File: src/rtl/sequential_divider.sv
// Signed sequential divider: restoring shift/subtract on operand magnitudes,
// one quotient bit per cycle, sign correction applied when the result is loaded.
module sequential_divider #(
  parameter int WIDTH = 32
) (
  input  logic             clk,
  input  logic             rst,
  input  logic             start,
  input  logic [WIDTH-1:0] dividend,
  input  logic [WIDTH-1:0] divisor,
  output logic             busy,
  output logic             done,
  output logic [WIDTH-1:0] quotient,
  output logic [WIDTH-1:0] remainder,
  output logic             div_by_zero,
  output logic             overflow
);

  localparam int CW = (WIDTH > 1) ? $clog2(WIDTH) : 1;
  localparam logic [WIDTH-1:0] MIN_NEG  = {1'b1, {(WIDTH-1){1'b0}}};
  localparam logic [WIDTH-1:0] ALL_ONES = {WIDTH{1'b1}};
  localparam logic [WIDTH-1:0] ZERO_W   = {WIDTH{1'b0}};

  typedef enum logic [1:0] {
    S_IDLE = 2'd0,
    S_CALC = 2'd1,
    S_DONE = 2'd2
  } state_e;

  // Magnitude in WIDTH+1 bits so that |-2^(WIDTH-1)| is representable.
  function automatic logic [WIDTH:0] abs_ext(input logic [WIDTH-1:0] v);
    logic [WIDTH:0] ext;
    ext = {v[WIDTH-1], v};
    if (v[WIDTH-1]) begin
      abs_ext = ~ext + (WIDTH+1)'(1);
    end else begin
      abs_ext = ext;
    end
  endfunction

  // Two's-complement negate when neg is set; also yields an unsigned magnitude.
  function automatic logic [WIDTH-1:0] apply_sign(input logic [WIDTH-1:0] mag,
                                                  input logic             neg);
    if (neg) begin
      apply_sign = ~mag + WIDTH'(1);
    end else begin
      apply_sign = mag;
    end
  endfunction

  state_e           state_q;
  logic [WIDTH:0]   rem_q;       // partial remainder
  logic [WIDTH:0]   dvs_q;       // divisor magnitude
  logic [WIDTH-1:0] acc_q;       // dividend bits shifting out, quotient bits shifting in
  logic [CW-1:0]    cnt_q;
  logic             q_neg_q;
  logic             r_neg_q;
  logic             ovf_pend_q;
  logic             busy_q;
  logic             done_q;
  logic             dbz_q;
  logic             ovf_q;
  logic [WIDTH-1:0] quot_q;
  logic [WIDTH-1:0] rmd_q;

  logic [WIDTH:0]   shift_s;
  logic [WIDTH:0]   rem_d;
  logic [WIDTH-1:0] acc_d;
  logic             fit_s;
  logic             accept_s;
  logic             zero_div_s;
  logic             ovf_s;

  // One restoring iteration: shift in next dividend bit, subtract divisor if it fits.
  always_comb begin
    shift_s = {rem_q[WIDTH-1:0], acc_q[WIDTH-1]};
    fit_s   = rem_q[WIDTH] | (shift_s >= dvs_q);
    if (fit_s) begin
      rem_d = shift_s - dvs_q;
    end else begin
      rem_d = shift_s;
    end
    acc_d = {acc_q[WIDTH-2:0], fit_s};
  end

  // Request acceptance and special-case detection on the live operands.
  always_comb begin
    accept_s   = start & ((state_q == S_IDLE) | (state_q == S_DONE));
    zero_div_s = (divisor == ZERO_W);
    ovf_s      = (dividend == MIN_NEG) & (divisor == ALL_ONES);
  end

  // Control FSM with registered status and result outputs.
  always_ff @(posedge clk or posedge rst) begin
    if (rst) begin
      state_q    <= S_IDLE;
      rem_q      <= '0;
      dvs_q      <= '0;
      acc_q      <= '0;
      cnt_q      <= '0;
      q_neg_q    <= 1'b0;
      r_neg_q    <= 1'b0;
      ovf_pend_q <= 1'b0;
      busy_q     <= 1'b0;
      done_q     <= 1'b0;
      dbz_q      <= 1'b0;
      ovf_q      <= 1'b0;
      quot_q     <= '0;
      rmd_q      <= '0;
    end else begin
      case (state_q)
        S_IDLE, S_DONE: begin
          done_q <= 1'b0;
          if (accept_s) begin
            rem_q      <= '0;
            dvs_q      <= abs_ext(divisor);
            acc_q      <= apply_sign(dividend, dividend[WIDTH-1]);
            cnt_q      <= CW'(WIDTH - 1);
            q_neg_q    <= dividend[WIDTH-1] ^ divisor[WIDTH-1];
            r_neg_q    <= dividend[WIDTH-1];
            ovf_pend_q <= ovf_s;
            if (zero_div_s) begin
              // Divide by zero skips the iterations entirely.
              state_q <= S_DONE;
              busy_q  <= 1'b0;
              done_q  <= 1'b1;
              quot_q  <= ALL_ONES;
              rmd_q   <= dividend;
              dbz_q   <= 1'b1;
              ovf_q   <= 1'b0;
            end else begin
              state_q <= S_CALC;
              busy_q  <= 1'b1;
            end
          end else begin
            state_q <= S_IDLE;
            busy_q  <= 1'b0;
          end
        end
        S_CALC: begin
          rem_q <= rem_d;
          acc_q <= acc_d;
          if (cnt_q == CW'(0)) begin
            state_q <= S_DONE;
            busy_q  <= 1'b0;
            done_q  <= 1'b1;
            quot_q  <= apply_sign(acc_d, q_neg_q);
            rmd_q   <= apply_sign(rem_d[WIDTH-1:0], r_neg_q);
            dbz_q   <= 1'b0;
            ovf_q   <= ovf_pend_q;
          end else begin
            cnt_q <= cnt_q - CW'(1);
          end
        end
        default: begin
          state_q <= S_IDLE;
          busy_q  <= 1'b0;
          done_q  <= 1'b0;
        end
      endcase
    end
  end

  assign busy        = busy_q;
  assign done        = done_q;
  assign quotient    = quot_q;
  assign remainder   = rmd_q;
  assign div_by_zero = dbz_q;
  assign overflow    = ovf_q;

endmodule

File: config.mk
export PLATFORM = sky130hd
export DESIGN_NAME = sequential_divider
export DESIGN_NICKNAME = d
export VERILOG_FILES = /design/src/rtl/sequential_divider.sv
export SDC_FILE = /design/constraint.sdc
export NUM_CORES = 1
export LEC_CHECK = 0
export CELL_PAD_IN_SITES_DETAIL_PLACEMENT = 0
export CELL_PAD_IN_SITES_GLOBAL_PLACEMENT = 1
export CORE_MARGIN = 3
export CORE_UTILIZATION = 39
export DETAILED_ROUTE_END_ITERATION = 10
export GPL_ROUTABILITY_DRIVEN = 0
export PLACE_DENSITY = 0.84
export SETUP_SLACK_MARGIN = 0.15
export SLEW_MARGIN = 10
export SYNTH_ARGS = -nofsm -noshare
export SYNTH_HDL_FRONTEND = slang
export SYNTH_SLANG_ARGS = --single-unit
File: constraint.sdc
create_clock -name clk -period 5.8 [get_ports clk]
set_input_delay 0.87 -clock clk [delete_from_list [all_inputs] [get_ports clk]]
set_output_delay 0.87 -clock clk [all_outputs]
set_load 0.005 [all_outputs]
==> results.rst <==
.. list-table::
   :header-rows: 1

   * - Metric
     - Value
   * - Status
     - finished, final reports clean
   * - Achievable Freq
     - 196.4 MHz
   * - Top metal layer carrying routed signals
     - met4
   * - Cell type of the slowest stage on the worst timing path
     - ha_1
   * - Kind of path behind the tightest hold check
     - reg -> reg
   * - Routed length on met1
     - roughly 18000 um
   * - Most frequently used cell type in the post-synthesis netlist
     - nand2_1
   * - Total of fill cells in the finished design
     - between 3000 and 4000
   * - Setup crit end kind
     - flip-flop
   * - Number of buffer and inverter stages on the critical path
     - 0
   * - CP required
     - 6160 ps
   * - Initial antenna violation count
     - 0
   * - Drt initial violations
     - 1216
   * - Antenna diode instance count
     - 0
   * - Max VDD drop
     - 0.0003819 V
   * - Number of buffers inserted by hold repair at cts
     - 0
   * - Worst slack on hold paths
     - ~480 ps
   * - Total routed wirelength
     - between 40000 and 50000 um
   * - Count of flip-flops with a built-in enable after synthesis
     - 0
   * - Util after Layout
     - 0.4720
   * - CTS tree
     - built
   * - Number of design rule violations left after detail routing
     - 0
   * - Crit Path Class
     - reg -> reg
   * - Total nets after synthesis
     - 1650
   * - Syn Inst Count
     - 1542
   * - Fraction of layout instances using a drive strength above 1
     - 0.05283
   * - Top-Level Pins
     - approximately 140
   * - Number of gates given a new drive strength after cts
     - 0
   * - Portion of synthesized cell area occupied by the leading cell type
     - 0.3517
   * - Number of setup buffers added after CTS
     - 0
   * - Leading cell types by total area after synthesis
     - dfrtp_1, a21oi_1, o21ai_0, nand2_1, xor2_1
   * - PD cells
     - 752.0 nW/um2
   * - Syn-to-layout area delta
     - 17.84%
   * - Hold path start
     - dvs_q[20]
   * - Chip height
     - 184.2 um
   * - Maximum Capacitance Violations
     - 0
   * - Chain of cells forming the critical path
     - ha_1 -> nand4_1 -> nor4_1 -> a41oi_1 -> o211ai_1 -> or2_2 -> mux2i_1 -> ha_1 -> nand2_1 -> or3_1 -> or3_1 -> mux2i_1 -> nor2_1 -> nor4_1 -> a41oi_1 -> xnor2_1 -> a21oi_1
   * - Part of the cycle the worst path needs
     - 0.8780
   * - Largest stage delay on the critical path
     - around 500 ps
   * - Endpoint arrival time on the critical path
     - 5450 ps
   * - Most used flip-flop cell after synthesis
     - dfrtp_1
   * - Count of buffers inserted at the top-level ports
     - 134
   * - Hold violation count in the final report
     - 0
   * - DPL Wire Length
     - between 20000 and 30000 um
   * - CP max FO
     - 11
   * - Routed len/inst
     - 19.82 um
   * - Total Die Area
     - ~34000 um2
   * - Distinct cells, synth
     - between 70 and 80
   * - Number of nets with antenna violations after detailed routing
     - 0
   * - Setup clock skew after layout
     - 25.66 ps
   * - Final setup violating endpoints
     - 0
   * - Total CTS buffers
     - 17
   * - Flop-to-flop setup slack
     - just over 700 ps
   * - Top cell type by total area after synthesis
     - dfrtp_1
   * - Clock slew at reported path FFs
     - approximately 80 ps
   * - Global-route congestion overflow total
     - 0
   * - Crit start category
     - flip-flop
   * - Number of clock sinks
     - about 170
   * - Global-route wire length before repair
     - 62570 um
   * - Vias after detailed routing
     - between 10000 and 15000
   * - Mean number of vias per cell
     - 5.931
   * - Die Span X
     - 184.2 um
   * - Global Route Usage Sum
     - 0.2325
   * - Detailed-routed wire length on met2
     - 18030 um
   * - Vias in the first global route
     - 11100
   * - Setup total negative slack
     - 0 ps
   * - Unrepaired setup endpoints after global routing
     - no
   * - Fin crit period
     - 5093 ps
   * - Sum of met3 wire segment lengths after detailed routing
     - ~2800 um
   * - Maximum number of pins on one net before global-route repair
     - 101
   * - Router iterations before antenna repair
     - 5
   * - H-Tree Depth
     - 4
   * - Post-synthesis register bit count
     - 174
   * - Initial Util
     - 0.4006
   * - Nets@finish
     - roughly 1700
   * - Total standard cell area after synthesis
     - between 10000 and 15000 um2
   * - Source of the critical timing path
     - rem_q[12]
   * - Seq/Total Area, Yosys
     - 0.3517
   * - Total number of placement rows
     - 64
   * - Slew at the pin closest to its max-slew limit
     - 978.6 ps
   * - Cell class contributing the biggest share of worst-path delay
     - simple AND/OR/NAND/NOR gates
   * - Post-synthesis async set-or-reset flop share
     - 1.000
   * - Clock insertion delay at the later pin of the skew report
     - 450 ps
   * - Yosys synthesis warning count
     - 0
   * - Top cells by count, synth
     - nand2_1, dfrtp_1, a21oi_1, o21ai_0, nor2_1
   * - Worst-case clock buffer depth
     - 2
   * - Headroom to the max-slew limit
     - 0.3476
   * - Final max-slew violation count
     - 0
   * - Startpoint of the lowest-slack register-to-register path
     - rem_q[12]
   * - Clock tree root buffer cell
     - clkbuf_16
   * - Cell leakage power
     - 5.964 nW
   * - Core Area
     - 30910 um2
   * - Average cell area after synthesis
     - between 8 and 9 um2
==> worst min-delay path, stage by stage (launching register included) <==
cell	delay, ps
dfrtp_1	350
nand2_1	40
o21ai_0	60
==> flip-flops by register name, summed over array words and instances, names as in the netlist, 2 cells and up <==
signal,cells
remainder,32
cnt_q,5
quotient,32
acc_q,32
rem_q,33
state_q,2
dvs_q,33
==> final timing paths <==
check | depth (start not counted) | endpoint
hold reg to reg | 2 | dvs_q[20]
setup / recovery | 17 | remainder[30]
min in group asynchronous | 2 | quotient[11]
setup reg to reg | 17 | remainder[30]
hold / removal | 2 | dvs_q[20]
max in group asynchronous | 3 | rem_q[11]
==> power breakdown <==
part           internal (mW)  switching, mW  total (mW)
combinational           2.89           4.43        7.32
clock                  0.591          0.623        1.21
sequential              1.81          0.627        2.43
==> metal layers <==
metal	vias to the layer above	global-route usage
met3	53	0.03592
met4	0	0.06290
met1	5757	0.3328
met2	480	0.3678
li1	5714	-
met5	-	0
==> placed cells by master (no fill, tap or decap), drive strengths merged, types with 35 or more instances in the layout <==
cell type,synthesis,final
a21oi,157,157
clkdlybuf4s50,0,134
dfrtp,174,174
ha,40,40
inv,54,62
nand2,189,189
nor2,115,115
nor3,55,55
o21ai,161,161
xnor2,35,35
xor2,81,81
==> metrics by stage <==
stage / cell area (um2) / total power, mW / std cells / worst slack (ps)
final: 14590 / 10.97 / 2024 / 707.4
after global routing: 14590 / 11.83 / 2024 / 301.0
after CTS: 14590 / 10.89 / 2024 / 784.5
after detailed placement: 13980 / 9.654 / 1992 / 821.5
after global placement: 13980 / 9.547 / 1992 / 975.1
after floorplan: 12380 / 7.360 / 1542 / 213.2
==> cell type report <==
| cell class | count | area [um2] | share of cell area |
|---|---|---|---|
| sequential | 174 | 4354 | 0.2984 |
| clock buffer | 17 | 425.4 | 0.02916 |
| multi-input combinational | 1216 | 7450 | 0.5106 |
| tap | 396 | 495.5 | 0.03396 |
| clock inverter | 15 | 185.2 | 0.01269 |
| inverter | 55 | 211.5 | 0.01449 |
| timing repair buffer | 151 | 1469 | 0.1007 |
==> cells by family after synthesis <==
family                   after synthesis  synth area share
AND/OR/NAND/NOR                      542            0.2155
AO/OA/AOI/OAI                        486            0.2340
flip-flops                           174            0.3517
buffers and inverters                152           0.04921
XOR/XNOR                             116           0.08205
adder cells (fa/ha/maj)               41           0.04204
multiplexers                          31           0.02546
(Power assumes the default switching activity.)
==> RTL edit: new RTL, same flow settings <==
Re-encode `state_e` (3 states) as one-hot, 3 bits wide.
--- a/src/rtl/sequential_divider.sv
+++ b/src/rtl/sequential_divider.sv
@@ -21,10 +21,10 @@
   localparam logic [WIDTH-1:0] ALL_ONES = {WIDTH{1'b1}};
   localparam logic [WIDTH-1:0] ZERO_W   = {WIDTH{1'b0}};
 
-  typedef enum logic [1:0] {
-    S_IDLE = 2'd0,
-    S_CALC = 2'd1,
-    S_DONE = 2'd2
+  typedef enum logic [2:0] {
+    S_IDLE = 3'b001,
+    S_CALC = 3'b010,
+    S_DONE = 3'b100
   } state_e;
 
   // Magnitude in WIDTH+1 bits so that |-2^(WIDTH-1)| is representable.
Behaviour: no difference found for any inputs over 4 cycles, from zero or initial values and one cycle with rst high; so few cycles prove little.
==> RTL edit against the original RTL <==
  * Wire length shrank 2.2%
  * Synthesized cell count grew 3.0%
  * Critical endpoint unchanged
  * Total power shrank 21%
  * Worst setup slack lost 0.20 ns
  * Sequential cell count grew 2
  * Non-clock buffer count grew 8
  * Synthesized area grew 2.0%
  * Final area grew 2.1%
==> RTL edit: results (changes against the original RTL) <==
- Status: finished, final reports clean (unchanged)
- Peak supply drop: 0.3872 mV (was 0.3819 mV)
- CP max stage cell: or4_4 (was ha_1)
- Family with the most delay on the worst path: compound AO/OA/AOI/OAI gates (was simple AND/OR/NAND/NOR gates)
- R2R depth: 18 (was 17)
- Final #Nets: 1,781 (was 1,723)
- DP Area: 14,320 sq um (was 13,980 sq um)
- WL met3: 2.181 mm (was 2.847 mm)
- M3 GR Usage: 3.068% (was 3.592%)
- Pin count of the biggest net entering global routing: 177 (was 101)
- Hold Path Class: reg -> reg (unchanged)
- Met1 usage: 32.18% (was 33.28%)
- Avg Vias per Cell: 5.835 (was 5.931)
- First-pass GRT wire length: 62.52 mm (was 62.57 mm)
- Sequential fraction of the synthesis area: 34.88% (was 35.17%)
- Worst EP arrival: 5.61 ns (was 5.45 ns)
- Static leakage: 6.075 nW (was 5.964 nW)
- R2R setup slack: 0.51 ns (was 0.71 ns)
- Post-DR wirelength/cell: 18.79 microns (was 19.82 microns)
- Vias in the first global route: 11,323 (was 11,100)
- DRT iter0 DRCs: 1,119 (was 1,216)
- Share of layout cells above drive strength 1: 5.397% (was 5.283%)
- Relative slew slack: 19.73% (was 34.76%)
- Clock root cell: clkbuf_16 (unchanged)
- Synth top cells by count: nand2_1, dfrtp_1, a21oi_1 (unchanged)
- Fillers: 3,140 (was 3,070)
- Gr usage total: 22.86% (was 23.25%)
- Met2 Usage GRT: 36.97% (was 36.78%)
- Pre-Repair DR Iteration Count: 7 (was 5)
- CP startpoint: rem_q[5] (was rem_q[12])
- M1 WL: 18.19 mm (was 18.40 mm)
- Skew final: 0.01490 ns (was 0.02566 ns)
- Metal2 WL: 18.10 mm (was 18.03 mm)
- Ranking of synthesized cells by area: dfrtp_1, a21oi_1, o21ai_0 (unchanged)
- Syn_nets: 1,696 (was 1,650)
- Distinct cell type count after synthesis: 83 (was 76)
- HPWL after DPL: 29.35 mm (was 29.81 mm)
[RTL edit: layout make-up]
class | instances | area [sq um] | area share, %
inverters | 57 | 219.0 | 1.470
well taps | 402 | 503.0 | 3.377
repair buffers | 159 | 1541 | 10.35
multi-input cells | 1262 | 7659 | 51.42
clock buffers | 20 | 456.7 | 3.066
flip-flops and latches | 176 | 4405 | 29.58
clock inverters | 12 | 108.9 | 0.7309
[RTL edit: where the power goes]
| group | internal (W) | switching [W] |
|---|---|---|
| clock network | 0.000616 | 0.000532 |
| registers | 0.00155 | 0.000362 |
| logic | 0.00209 | 0.00356 |
[RTL edit: worst min path at each step]
stage,start,end,slack [ns],cells after the start
floorplan,ovf_pend_q,overflow,0.45,2
global placement,dvs_q[29],dvs_q[29],0.46,2
detailed placement,div_by_zero,div_by_zero,0.47,1
CTS,busy,busy,0.48,2
global route,dvs_q[13],dvs_q[13],0.50,2
finish,div_by_zero,div_by_zero,0.48,1
[RTL edit: kinds of logic (layout without fill, tap and decap cells)]
family,after synthesis,count (layout),synth area share [%]
flip-flops,176,176,34.88
multiplexers,29,29,2.318
adder cells (fa/ha/maj),41,41,4.120
AO/OA/AOI/OAI,521,521,25.03
AND/OR/NAND/NOR,556,556,21.01
XOR/XNOR,115,115,7.973
buffers and inverters,150,248,4.675
[RTL edit: through the flow]
stage | total power (W) | cells | setup WS (ns) | hold WS [ns]
global route | 0.009458 | 2088 | 0.1836 | 0.5038
detailed placement | 0.007487 | 2055 | 0.4962 | 0.4695
finish | 0.008709 | 2088 | 0.5070 | 0.4780
floorplan | 0.006069 | 1588 | 0.1581 | 0.4497
global placement | 0.007426 | 2055 | 0.6128 | 0.4635
CTS | 0.008651 | 2087 | 0.4902 | 0.4847
